==> src/rtl/shift_seq_pkg.sv <==
// rtl/shift_seq_pkg.sv - shared constants and types for the shift sequencer
// Purpose: datapath widths, shift op encodings and the sequencer FSM state type.
// Ports:   none (package).
package shift_seq_pkg;

    localparam int XLEN    = 32;
    localparam int SHAMT_W = 5;

    localparam logic [1:0] OP_SLL = 2'b00;
    localparam logic [1:0] OP_SRL = 2'b01;
    localparam logic [1:0] OP_RSV = 2'b10;
    localparam logic [1:0] OP_SRA = 2'b11;

    typedef enum logic [1:0] {
        ST_IDLE  = 2'd0,
        ST_SHIFT = 2'd1,
        ST_DONE  = 2'd2
    } state_t;

endpackage

==> src/rtl/shift_step.sv <==
// rtl/shift_step.sv - one combinational shift step of the sequencer
// Purpose: shift a value by a small step amount according to the shift op.
// Ports:   value_i  value to shift
//          op_i     shift kind (SLL/SRL/SRA; reserved passes through)
//          amt_i    step amount (1, or 4 in multi-bit builds)
//          value_o  shifted value
module shift_step
    import shift_seq_pkg::*;
(
    input  logic [XLEN-1:0]    value_i,
    input  logic [1:0]         op_i,
    input  logic [SHAMT_W-1:0] amt_i,
    output logic [XLEN-1:0]    value_o
);

    always_comb begin
        value_o = value_i;
        case (op_i)
            OP_SLL:  value_o = value_i << amt_i;
            OP_SRL:  value_o = value_i >> amt_i;
            OP_SRA:  value_o = $unsigned($signed(value_i) >>> amt_i);
            default: value_o = value_i;
        endcase
    end

endmodule

==> src/rtl/shift_sequencer.sv <==
// rtl/shift_sequencer.sv - multi-cycle iterative shifter with IDLE/SHIFT/DONE FSM
// Purpose: accepts a shift request and iterates one step per clock until the
//          shift amount is consumed, then pulses done with the result.
// Config:  SHIFT_SEQ_MULTIBIT_EN - when defined, steps shift 4 bits while the
//          remaining count is >= 4, else 1 bit; results are unchanged.
// Ports:   clk        clock, rising edge
//          reset      synchronous active-high reset
//          start      request a shift (sampled in IDLE or DONE only)
//          op         shift kind: SLL=00, SRL=01, SRA=11, 10 reserved
//          operand_a  value to shift, sampled with start
//          shamt      shift amount 0..31, sampled with start
//          busy       high while shifting
//          done       one-cycle result-valid pulse
//          result     shifted value, held until next accepted start
module shift_sequencer
    import shift_seq_pkg::*;
(
    input  logic               clk,
    input  logic               reset,
    input  logic               start,
    input  logic [1:0]         op,
    input  logic [XLEN-1:0]    operand_a,
    input  logic [SHAMT_W-1:0] shamt,
    output logic               busy,
    output logic               done,
    output logic [XLEN-1:0]    result
);

    state_t             state_q, state_d;
    logic [XLEN-1:0]    work_q, work_d;
    logic [XLEN-1:0]    result_q, result_d;
    logic [SHAMT_W-1:0] cnt_q, cnt_d;
    logic [1:0]         op_q, op_d;
    logic [SHAMT_W-1:0] step_amt;
    logic [SHAMT_W-1:0] cnt_dec;
    logic [XLEN-1:0]    step_val;

`ifdef SHIFT_SEQ_MULTIBIT_EN
    assign step_amt = (cnt_q >= SHAMT_W'(4)) ? SHAMT_W'(4) : SHAMT_W'(1);
`else
    assign step_amt = SHAMT_W'(1);
`endif

    assign cnt_dec = cnt_q - step_amt;

    shift_step u_step (
        .value_i (work_q),
        .op_i    (op_q),
        .amt_i   (step_amt),
        .value_o (step_val)
    );

    always_comb begin
        state_d  = state_q;
        work_d   = work_q;
        result_d = result_q;
        cnt_d    = cnt_q;
        op_d     = op_q;
        case (state_q)
            ST_IDLE, ST_DONE: begin
                if (start) begin
                    work_d = operand_a;
                    cnt_d  = shamt;
                    op_d   = op;
                    // Zero shifts and the reserved op complete straight away.
                    if ((shamt != '0) && (op != OP_RSV)) begin
                        state_d = ST_SHIFT;
                    end else begin
                        state_d  = ST_DONE;
                        result_d = operand_a;
                    end
                end else begin
                    state_d = ST_IDLE;
                end
            end
            ST_SHIFT: begin
                work_d = step_val;
                cnt_d  = cnt_dec;
                // Last step: capture the result on the same edge DONE is entered.
                if (cnt_dec == '0) begin
                    state_d  = ST_DONE;
                    result_d = step_val;
                end
            end
            default: state_d = ST_IDLE;
        endcase
    end

    always_ff @(posedge clk) begin
        if (reset) begin
            state_q  <= ST_IDLE;
            work_q   <= '0;
            result_q <= '0;
            cnt_q    <= '0;
            op_q     <= '0;
        end else begin
            state_q  <= state_d;
            work_q   <= work_d;
            result_q <= result_d;
            cnt_q    <= cnt_d;
            op_q     <= op_d;
        end
    end

    assign busy   = (state_q == ST_SHIFT);
    assign done   = (state_q == ST_DONE);
    assign result = result_q;

endmodule
==> config.mk <==
export PLATFORM = sky130hd
export DESIGN_NAME = shift_sequencer
export DESIGN_NICKNAME = d
export VERILOG_FILES = /design/src/rtl/shift_seq_pkg.sv /design/src/rtl/shift_step.sv /design/src/rtl/shift_sequencer.sv
export SDC_FILE = /design/constraint.sdc
export NUM_CORES = 1
export LEC_CHECK = 0
export ABC_AREA = 1
export CORE_MARGIN = 4
export CORE_UTILIZATION = 30
export CTS_CLUSTER_DIAMETER = 40
export DETAILED_ROUTE_END_ITERATION = 8
export GPL_TIMING_DRIVEN = 1
export PLACE_DENSITY = 0.49
export SLEW_MARGIN = 5
export SYNTH_ARGS = -nofsm -noshare
export SYNTH_HDL_FRONTEND = slang
export SYNTH_SLANG_ARGS = --single-unit
==> constraint.sdc <==
create_clock -name clk -period 2.35 [get_ports clk]
set_clock_uncertainty 0.05 [all_clocks]
set_input_delay 0.47 -clock clk [delete_from_list [all_inputs] [get_ports clk]]
set_output_delay 0.47 -clock clk [all_outputs]
set_load 0.03 [all_outputs]
==> results of run 1 <==
cell families after synthesis:
kind of cell,share of synthesized area
AND/OR/NAND/NOR,0.355
AO/OA/AOI/OAI,0.155
flip-flops,0.400
buffers and inverters,0.0832
adder cells (fa/ha/maj),0.00685
registers in the layout, summed over array words and instances (netlist names):
signal / cells
work_q: 32
state_q: 2
op_q: 2
cnt_q: 5
result: 32
layout make-up:
| cell class | instances | area [um^2] | share of cell area |
|---|---|---|---|
| sequential | 73 | 1460 | 0.304 |
| clock buffer | 12 | 267 | 0.0554 |
| timing repair buffer | 90 | 873 | 0.182 |
| clock inverter | 2 | 37.5 | 0.00780 |
| inverter | 25 | 96.3 | 0.0200 |
| multi-input combinational | 415 | 1890 | 0.393 |
| tap | 147 | 184 | 0.0382 |
worst reg2reg max path, cell delays in order, from the launching register on:
cell and delay, ps:
sky130_fd_sc_hd__dfxtp_1 350, sky130_fd_sc_hd__inv_2 60, sky130_fd_sc_hd__nor2_4 260, sky130_fd_sc_hd__inv_2 200, sky130_fd_sc_hd__nand2_1 150, sky130_fd_sc_hd__buf_4 440
sky130_fd_sc_hd__o21ai_0 190, sky130_fd_sc_hd__a21oi_1 130
synth_stat cells:
master                     number  area [um^2]
sky130_fd_sc_hd__a21oi_1       36          180
sky130_fd_sc_hd__a221oi_1       3         26.3
sky130_fd_sc_hd__a31oi_1        7         43.8
sky130_fd_sc_hd__buf_1          3         11.3
sky130_fd_sc_hd__buf_2         19         95.1
sky130_fd_sc_hd__buf_4          1         7.51
sky130_fd_sc_hd__buf_6          4         45.0
sky130_fd_sc_hd__clkbuf_1      13         48.8
sky130_fd_sc_hd__dfxtp_1       73         1460
sky130_fd_sc_hd__ha_1           2         25.0
sky130_fd_sc_hd__inv_1         20         75.1
sky130_fd_sc_hd__inv_2          4         15.0
sky130_fd_sc_hd__inv_4          1         6.26
sky130_fd_sc_hd__nand2_1      145          544
sky130_fd_sc_hd__nand2_2        2         12.5
sky130_fd_sc_hd__nand3_1       33          165
sky130_fd_sc_hd__nand3_2        2         20.0
sky130_fd_sc_hd__nand3_4        1         17.5
sky130_fd_sc_hd__nand4_1       25          156
sky130_fd_sc_hd__nor2_1        93          349
sky130_fd_sc_hd__nor2_4         3         33.8
sky130_fd_sc_hd__o21ai_0       43          215
sky130_fd_sc_hd__o21ai_1       20          100
worst max-delay path by stage:
stage | endpoint | cells after the start
6_report | done | 3
5_1_grt | done | 3
4_1_cts | done | 3
3_5_place_dp | work_q[0] | 6
3_3_place_gp | work_q[30] | 6
2_1_floorplan | result[14] | 12
through the flow:
stage	std cells	power (mW)	cell area [um^2]
2_1_floorplan	553	4.87	3650
6_report	764	7.41	4810
4_1_cts	764	7.50	4810
3_3_place_gp	750	6.01	4510
3_5_place_dp	750	6.04	4510
5_1_grt	764	8.02	4810
power by group:
part	switching [mW]	internal, mW	leakage (nW)
Combinational	2.37	1.37	1.14
Clock	0.521	0.897	0.147
Sequential	0.439	1.81	0.604
layer usage:
metal  wire [um]  GRT usage
met5           0          0
met1        5090      0.198
met3         451     0.0335
met4         187     0.0652
met2        4780      0.247
==> parameters.txt, run 1 <==
Parameter                              Value

Run status
  Status    completed

Power and ir drop
  Total power density per cell area    1540 nW/um^2
  IR drop worst, VDD    0.899 mV
  Leak Pwr    1.89 nW

STA
  Post-Route Setup TNS    0 ps
  Share of the clock period used by the worst path after layout    0.875
  Number of endpoints with negative hold slack in the final report    0
  RSZ-0062 raised after global routing    false
  Tmin final    between 2000 and 2500 ps
  Slew at the pin with the worst max-slew slack    576 ps
  Final Max Tran Viols    0
  Setup slack after layout    about 290 ps
  Hold WS    419 ps
  Setup violators final    0
  Worst rel slew slack    0.616
  Highest achievable clock rate    between 0.4 and 0.5 GHz

Global route
  Via count of the first global-routing pass    around 3500
  Initial antenna violation count    0
  Congestion Overflow GR    0
  GR Util All Layers    0.153
  Global-route wire length before repair    ~17000 um
  Maximum number of pins on one net before global-route repair    59

Final layout
  Leading cell types in the layout, fill and taps excluded    sky130_fd_sc_hd__nand2_1, sky130_fd_sc_hd__nor2_1, sky130_fd_sc_hd__clkdlybuf4s50_1
  Nets    658
  # fillers    1273
  Most common cell after layout, fill and taps aside    sky130_fd_sc_hd__nand2_1
  Final core occ    0.402
  Area growth, synth to finish    31.6%
  Share of cells above drive strength 1    0.0713
  Antenna diode count    0

Synthesis
  Combined area of all synthesized cells    roughly 3700 um^2
  Post-synthesis instance total    553
  Post-synthesis sequential area ratio    0.400
  Number of synthesized register bits    73
  Syn avg cell area    6.61 um^2
  Number of library cell types mapped by synthesis    23
  Yosys warns    0
  Number of nets produced by synthesis    597

Clock tree
  Post-CTS Repair Setup Buffers    0
  CTS sink count    73
  H-tree Lvls    3
  TritonCTS buffer count    9
  Post_cts resized    0
  Maximum buffer depth of the clock tree    2
  Clk Latency, worst-skew pair    340 ps
  Clock slew at the register clock pins of the worst setup and hold paths    60 ps
  CTS tree    built
  Buffer cell driving the clock tree root    sky130_fd_sc_hd__clkbuf_16
  Cts-stage hold buffer count    0

Setup path
  Worst-case reg-to-reg path depth    7
  Register-to-register path setup slack    between 400 and 500 ps
  Setup CP Type    flip-flop to output port
  Worst r2r dst    work_q[0]
  Worst setup path startpoint    state_q[1]
  Delay of the slowest critical-path stage    around 700 ps
  Sequence of cells on the critical path    inv_1 > nor2_1 > clkdlybuf4s50_1
  Data required, critical path    roughly 1800 ps
  Worst flop-to-flop path startpoint    state_q[0]
  Endpoint kind of the worst setup timing path    output port
  CP max-delay cell    sky130_fd_sc_hd__clkdlybuf4s50_1
  Critical-path maximum fanout    2
  Critical path buffers and inverters    2
  Critical Path Start Type    flip-flop
  Cell class contributing the biggest share of worst-path delay    buffers and inverters
  Endpoint arrival time on the critical path    1540 ps

Place
  Port Buffers    75
  Routability congestion estimate from global placement    0.763
  Post-placement setup slack    225 ps
  Detailed-placement wirelength estimate    6940 um

Die
  I/O Pins    76
  Vert. Die Dim    118 um
  Die footprint    between 10000 and 15000 um^2
  Site Rows    40
  Initial Utilization    0.306
  Die X    118 um
  Core footprint    12000 um^2

Detailed routing
  Final routed wire length divided by cell count    between 10 and 15 um
  Post-Route WL    10500 um
  Detail Route Antenna Nets    0
  Number of design-rule violations left by the first detailed-router iteration    about 220
  Number of vias after detailed routing    3643
  Per-cell via count in the routed design    ~4.8
  # DRC    0
  Number of detailed-route iterations in the first pass    4

Run
  Number of maximum-capacitance constraint violations    0

Worst hold path
  Startpoint of the lowest-slack hold path    op_q[0]
  Worst min-delay path category    flip-flop to flip-flop
  Count of cells along the worst hold path    2
  Worst-case hold path end point    op_q[0]
Note: power is estimated with default switching activity, not from simulation.
==> inputs of run 2 (changes only) <==
--- a/config.mk
+++ b/config.mk
@@ -6,12 +6,14 @@
 export NUM_CORES = 1
 export LEC_CHECK = 0
 export ABC_AREA = 1
+export ABC_CLOCK_PERIOD_IN_PS = 2350
 export CORE_MARGIN = 4
-export CORE_UTILIZATION = 30
+export CORE_UTILIZATION = 51
 export CTS_CLUSTER_DIAMETER = 40
 export DETAILED_ROUTE_END_ITERATION = 8
+export GPL_ROUTABILITY_DRIVEN = 0
 export GPL_TIMING_DRIVEN = 1
-export PLACE_DENSITY = 0.49
+export PLACE_DENSITY = 0.77
 export SLEW_MARGIN = 5
 export SYNTH_ARGS = -nofsm -noshare
 export SYNTH_HDL_FRONTEND = slang
==> run 2 against run 1 <==
Against the previous run: sequential share of layout area rose by 1.2 points; combinational power barely moved; cell area fell by 3.8%; sequential cell count did not move; register-to-register slack improved by 70 ps; sequential power barely moved; wire length fell by 7.9%; die area fell by 39%; largest cell class unchanged; highest routed layer unchanged.
==> parameters.txt, run 2 (synthesis results as in run 1) <==
Parameter                              Value

Run status
  Status    completed (unchanged)

STA
  Final Max Tran Viols    0 (unchanged)
  Worst rel slew slack    0.658 (was 0.616)
  RSZ-0062 raised after global routing    false (unchanged)
  Tmin final    2120 ps (was 2060 ps)
  Setup violators final    0 (unchanged)
  Highest achievable clock rate    0.472 GHz (was 0.486 GHz)
  Post-Route Setup TNS    0 ps (unchanged)
  Number of endpoints with negative hold slack in the final report    0 (unchanged)
  Share of the clock period used by the worst path after layout    0.901 (was 0.875)
  Slew at the pin with the worst max-slew slack    512 ps (was 576 ps)

Setup path
  CP max-delay cell    sky130_fd_sc_hd__clkdlybuf4s50_1 (unchanged)
  Critical Path Start Type    flip-flop (unchanged)
  Setup CP Type    flip-flop to output port (unchanged)
  Endpoint kind of the worst setup timing path    output port (unchanged)
  Endpoint arrival time on the critical path    1600 ps (was 1540 ps)
  Delay of the slowest critical-path stage    690 ps (was 680 ps)
  Data required, critical path    1830 ps (about the same)
  Critical-path maximum fanout    2 (unchanged)
  Sequence of cells on the critical path    inv_1 > nor2_1 > clkdlybuf4s50_1 (unchanged)

Place
  Detailed-placement wirelength estimate    6510 um (was 6940 um)
  Post-Place Cells    697 (was 750)
  Post-detailed-placement cell area    4430 um^2 (was 4510 um^2)
  Port Buffers    75 (unchanged)

Final layout
  Number of standard cells in the layout, taps in and fillers out    713 (was 764)
  Nets    656 (was 658)
  Combined area of the multi-input logic cells    1890 um^2 (unchanged)
  Design Area, Final    4630 um^2 (was 4810 um^2)
  Share of cells above drive strength 1    0.0681 (was 0.0713)
  Area growth, synth to finish    26.6% (was 31.6%)
  # fillers    615 (was 1273)
  Antenna diode count    0 (unchanged)
  FF+latch area    1460 um^2 (unchanged)
  Leading cell types in the layout, fill and taps excluded    sky130_fd_sc_hd__nand2_1, sky130_fd_sc_hd__nor2_1, sky130_fd_sc_hd__clkdlybuf4s50_1 (unchanged)
  Most common cell after layout, fill and taps aside    sky130_fd_sc_hd__nand2_1 (unchanged)

Clock tree
  Maximum buffer depth of the clock tree    2 (unchanged)
  Cts-stage hold buffer count    0 (unchanged)
  CTS tree    built (unchanged)
  H-tree Lvls    3 (unchanged)
  Post_cts resized    0 (unchanged)
  Clock slew at the register clock pins of the worst setup and hold paths    80 ps (was 60 ps)
  TritonCTS buffer count    9 (unchanged)
  Post-CTS Repair Setup Buffers    0 (unchanged)
  Buffer cell driving the clock tree root    sky130_fd_sc_hd__clkbuf_8 (was sky130_fd_sc_hd__clkbuf_16)
  CTS sink count    73 (unchanged)
  Clk Latency, worst-skew pair    340 ps (about the same)

Global route
  GR Util All Layers    0.229 (was 0.153)
  Via count of the first global-routing pass    3523 (was 3520)
  Maximum number of pins on one net before global-route repair    67 (was 59)
  Congestion Overflow GR    0 (unchanged)
  Global-route wire length before repair    16100 um (was 17400 um)
  Initial antenna violation count    0 (unchanged)

Die
  Core footprint    6870 um^2 (was 12000 um^2)
  Initial Utilization    0.532 (was 0.306)
  Vert. Die Dim    92.7 um (was 118 um)
  Die footprint    8580 um^2 (was 14000 um^2)
  Site Rows    30 (was 40)
  Die X    92.7 um (was 118 um)
  I/O Pins    76 (unchanged)

Power and ir drop
  Total power density per cell area    1520 nW/um^2 (was 1540 nW/um^2)
  IR drop worst, VDD    0.784 mV (was 0.899 mV)
  Leak Pwr    1.82 nW (was 1.89 nW)

Detailed routing
  # DRC    0 (unchanged)
  Number of design-rule violations left by the first detailed-router iteration    252 (was 219)
  Final routed wire length divided by cell count    13.6 um (was 13.8 um)
  Per-cell via count in the routed design    5.33 (was 4.77)
  Post-Route WL    9680 um (was 10500 um)
  Detail Route Antenna Nets    0 (unchanged)
  Number of vias after detailed routing    3800 (was 3643)
  Number of detailed-route iterations in the first pass    5 (was 4)

Worst hold path
  Worst min-delay path category    flip-flop to flip-flop (unchanged)

Run
  Number of maximum-capacitance constraint violations    0 (unchanged)
## run 2: through the flow
step                total power, mW  worst slack, ps  utilization  hold slack [ps]
floorplan                      4.87              720            -              421
finish                         7.02              233        0.673              434
detailed placement             6.00              150        0.645              420
CTS                            7.02              205        0.673              437
global route                   7.55              160        0.673              453
global placement               5.90              216        0.645              410
## run 2: layer usage
| metal | vias to the layer above | track usage | routed length, um |
|---|---|---|---|
| li1 | 1941 | - | - |
| met1 | 1687 | 0.298 | 4320 |
| met2 | 158 | 0.375 | 4460 |
| met3 | 14 | 0.0431 | 751 |
| met4 | 0 | 0.0916 | 140 |
| met5 | - | 0 | 0 |
## run 2: critical path: cells and delay by family (launching register included)
family / cells / cell delay (ps)
buf+inv: 2 / 750
simple gates: 1 / 110
flops: 1 / 400
## run 2: final cells by class
cell class / instances / area share
Timing Repair Buffer: 88 / 0.186
Sequential cell: 73 / 0.316
Tap cell: 96 / 0.0260
Multi-Input combinational cell: 415 / 0.409
Inverter: 25 / 0.0208
Clock buffer: 12 / 0.0314
Clock inverter: 4 / 0.0114
## run 2: final timing paths
path | slack, ps | end | startpoint | cells past startpoint
worst min register to register | 430 | result[3] | result[3] | 2
worst max-delay path | 230 | done | state_q[1] | 3
worst min-delay path | 430 | result[3] | result[3] | 2
worst max register to register | 510 | result[19] | cnt_q[0] | 13
## run 2: power by group
group,switching (mW),total [mW],internal (mW)
sequential,0.438,2.25,1.81
clock,0.486,1.01,0.521
combinational,2.39,3.76,1.37
total,3.31,7.02,3.70
==> RTL edit: new RTL, settings of run 2 <==
Add a define of `SHIFT_SEQ_MULTIBIT_EN`.
--- a/src/rtl/shift_sequencer.sv
+++ b/src/rtl/shift_sequencer.sv
@@ -12,6 +12,8 @@
 //          busy       high while shifting
 //          done       one-cycle result-valid pulse
 //          result     shifted value, held until next accepted start
+`define SHIFT_SEQ_MULTIBIT_EN
+
 module shift_sequencer
     import shift_seq_pkg::*;
 (
Behaviour: not the same (a bounded check fails within 4 cycles, from zero or initial values and one cycle with reset high).
==> RTL edit against run 2 <==
Non-clock buffer count grew 4; wire length grew 34%; cell area grew 23%; total power grew 34%; sequential share of layout area shrank 6.0 points; setup slack lost 0.13 ns; sequential cell count is the same; area after synthesis grew 26%; critical path type is now reg2reg.
==> RTL edit: results (changes against run 2) <==
status complete, no violations (unchanged); Slowest-stage cell, CP dfxtp_1 (was clkdlybuf4s50_1); Mapped Nets 834 (was 597); synthesized netlist cell count 790 (was 553); Fill cells 828 (was 615); sequential-to-total area share from yosys stat 0.3177 (was 0.3999); Synth Area in Adders 0.005439 (was 0.006847); Via density 5.231 (was 5.330); largest net degree at the start of global routing 72 (was 67); drt total wl 12,990 microns (was 9677 microns); Worst-Skew Late Latency 0.36 ns (was 0.34 ns); Place WS 0.1508 ns (was 0.1500 ns); nets 897 (was 656); Unique masters post-synth 28 (was 23); dominant cells by area after synthesis dfxtp_1 (32%), nand2_1 (21%), inv_1 (11%), o21ai_0 (8.4%), nor2_1 (6.0%) (was dfxtp_1 (40%), nand2_1 (15%), nor2_1 (9.6%), o21ai_0 (5.9%), a21oi_1 (4.9%)); LEAKAGE 3.021 nW (was 1.824 nW); Detail Placement HPWL 8600 microns (was 6510 microns); first-pass GRT wire length 21,100 microns (was 16,080 microns); CP peak stage delay 0.43 ns (was 0.69 ns); VDD IR max 0.0007152 V (was 0.0007838 V); ratio of cells with drive above 1 in the final layout 0.06061 (was 0.06807); dpl cell area 5421 sq um (was 4428 sq um); Compound-Gate Fraction of Synth Area 0.1787 (was 0.1547); vias in the first global route 4,744 (was 3,523); Total GRT Usage 0.2454 (was 0.2291); # placed instances 947 (was 697); delay-heaviest family, CP simple AND/OR/NAND/NOR gates (was buffers and inverters); CP max FO 31 (was 2); starting DRC count in detailed routing 505 (was 252); arrival time of the worst setup path 2.45 ns (was 1.60 ns); synth cell count leaders nand2_1 (262), inv_1 (133), o21ai_0 (77) (was nand2_1 (145), nor2_1 (93), dfxtp_1 (73))
[RTL edit: logic make-up (layout without fill, tap and decap cells)]
group | Yosys count | in the layout
AOI/OAI and AO/OA | 150 | 150
adders and majority gates | 2 | 2
buffers and inverters | 179 | 247
DFF | 73 | 73
and+or+nand+nor | 386 | 386
[RTL edit: worst min-delay path, delay by kind of cell, from the launching register on]
| family | cells | cell delay, ns |
|---|---|---|
| flops | 1 | 0.31 |
| buf+inv | 1 | 0.05 |
| simple gates | 3 | 0.12 |
[RTL edit: final timing paths]
kind | slack [ns] | cells past startpoint | to | start
max | 0.1 | 14 | result[14] | cnt_q[4]
min | 0.46 | 4 | result[2] | result[2]
max reg2reg | 0.1 | 14 | result[14] | cnt_q[4]
min reg2reg | 0.46 | 4 | result[2] | result[2]
[RTL edit: per-layer routing]
layer,global-route usage,share of wire,routed length (microns),vias up
met4,0.1096,0.024,310,0
met2,0.4095,0.46,6036,250
met1,0.3158,0.42,5503,2222
li1,-,-,-,2542
met3,0.03248,0.088,1142,39
met5,0,0,0,-
[RTL edit: power by group]
| part | switching (mW) | leakage (nW) | internal [mW] |
|---|---|---|---|
| Clock | 0.506 | 0.109 | 0.657 |
| Combinational | 3.92 | 2.31 | 2.11 |
| Sequential | 0.395 | 0.603 | 1.83 |
[RTL edit: cell type report]
cell class,instances,area [sq um],share of cell area
sequential,73,1463,0.2563
tap,108,135.1,0.02368
multi-input combinational,538,2429,0.4256
timing repair buffer,92,928.4,0.1627
clock inverter,4,75.07,0.01316
clock buffer,12,155.1,0.02719
inverter,139,521.8,0.09143
[RTL edit: repair_timing]
item                                    4_1_cts  5_1_grt
endpoints found under the setup margin        0       32
hold endpoints to repair                      0        0
resized for setup                             0        4
setup buffers                                 0        2
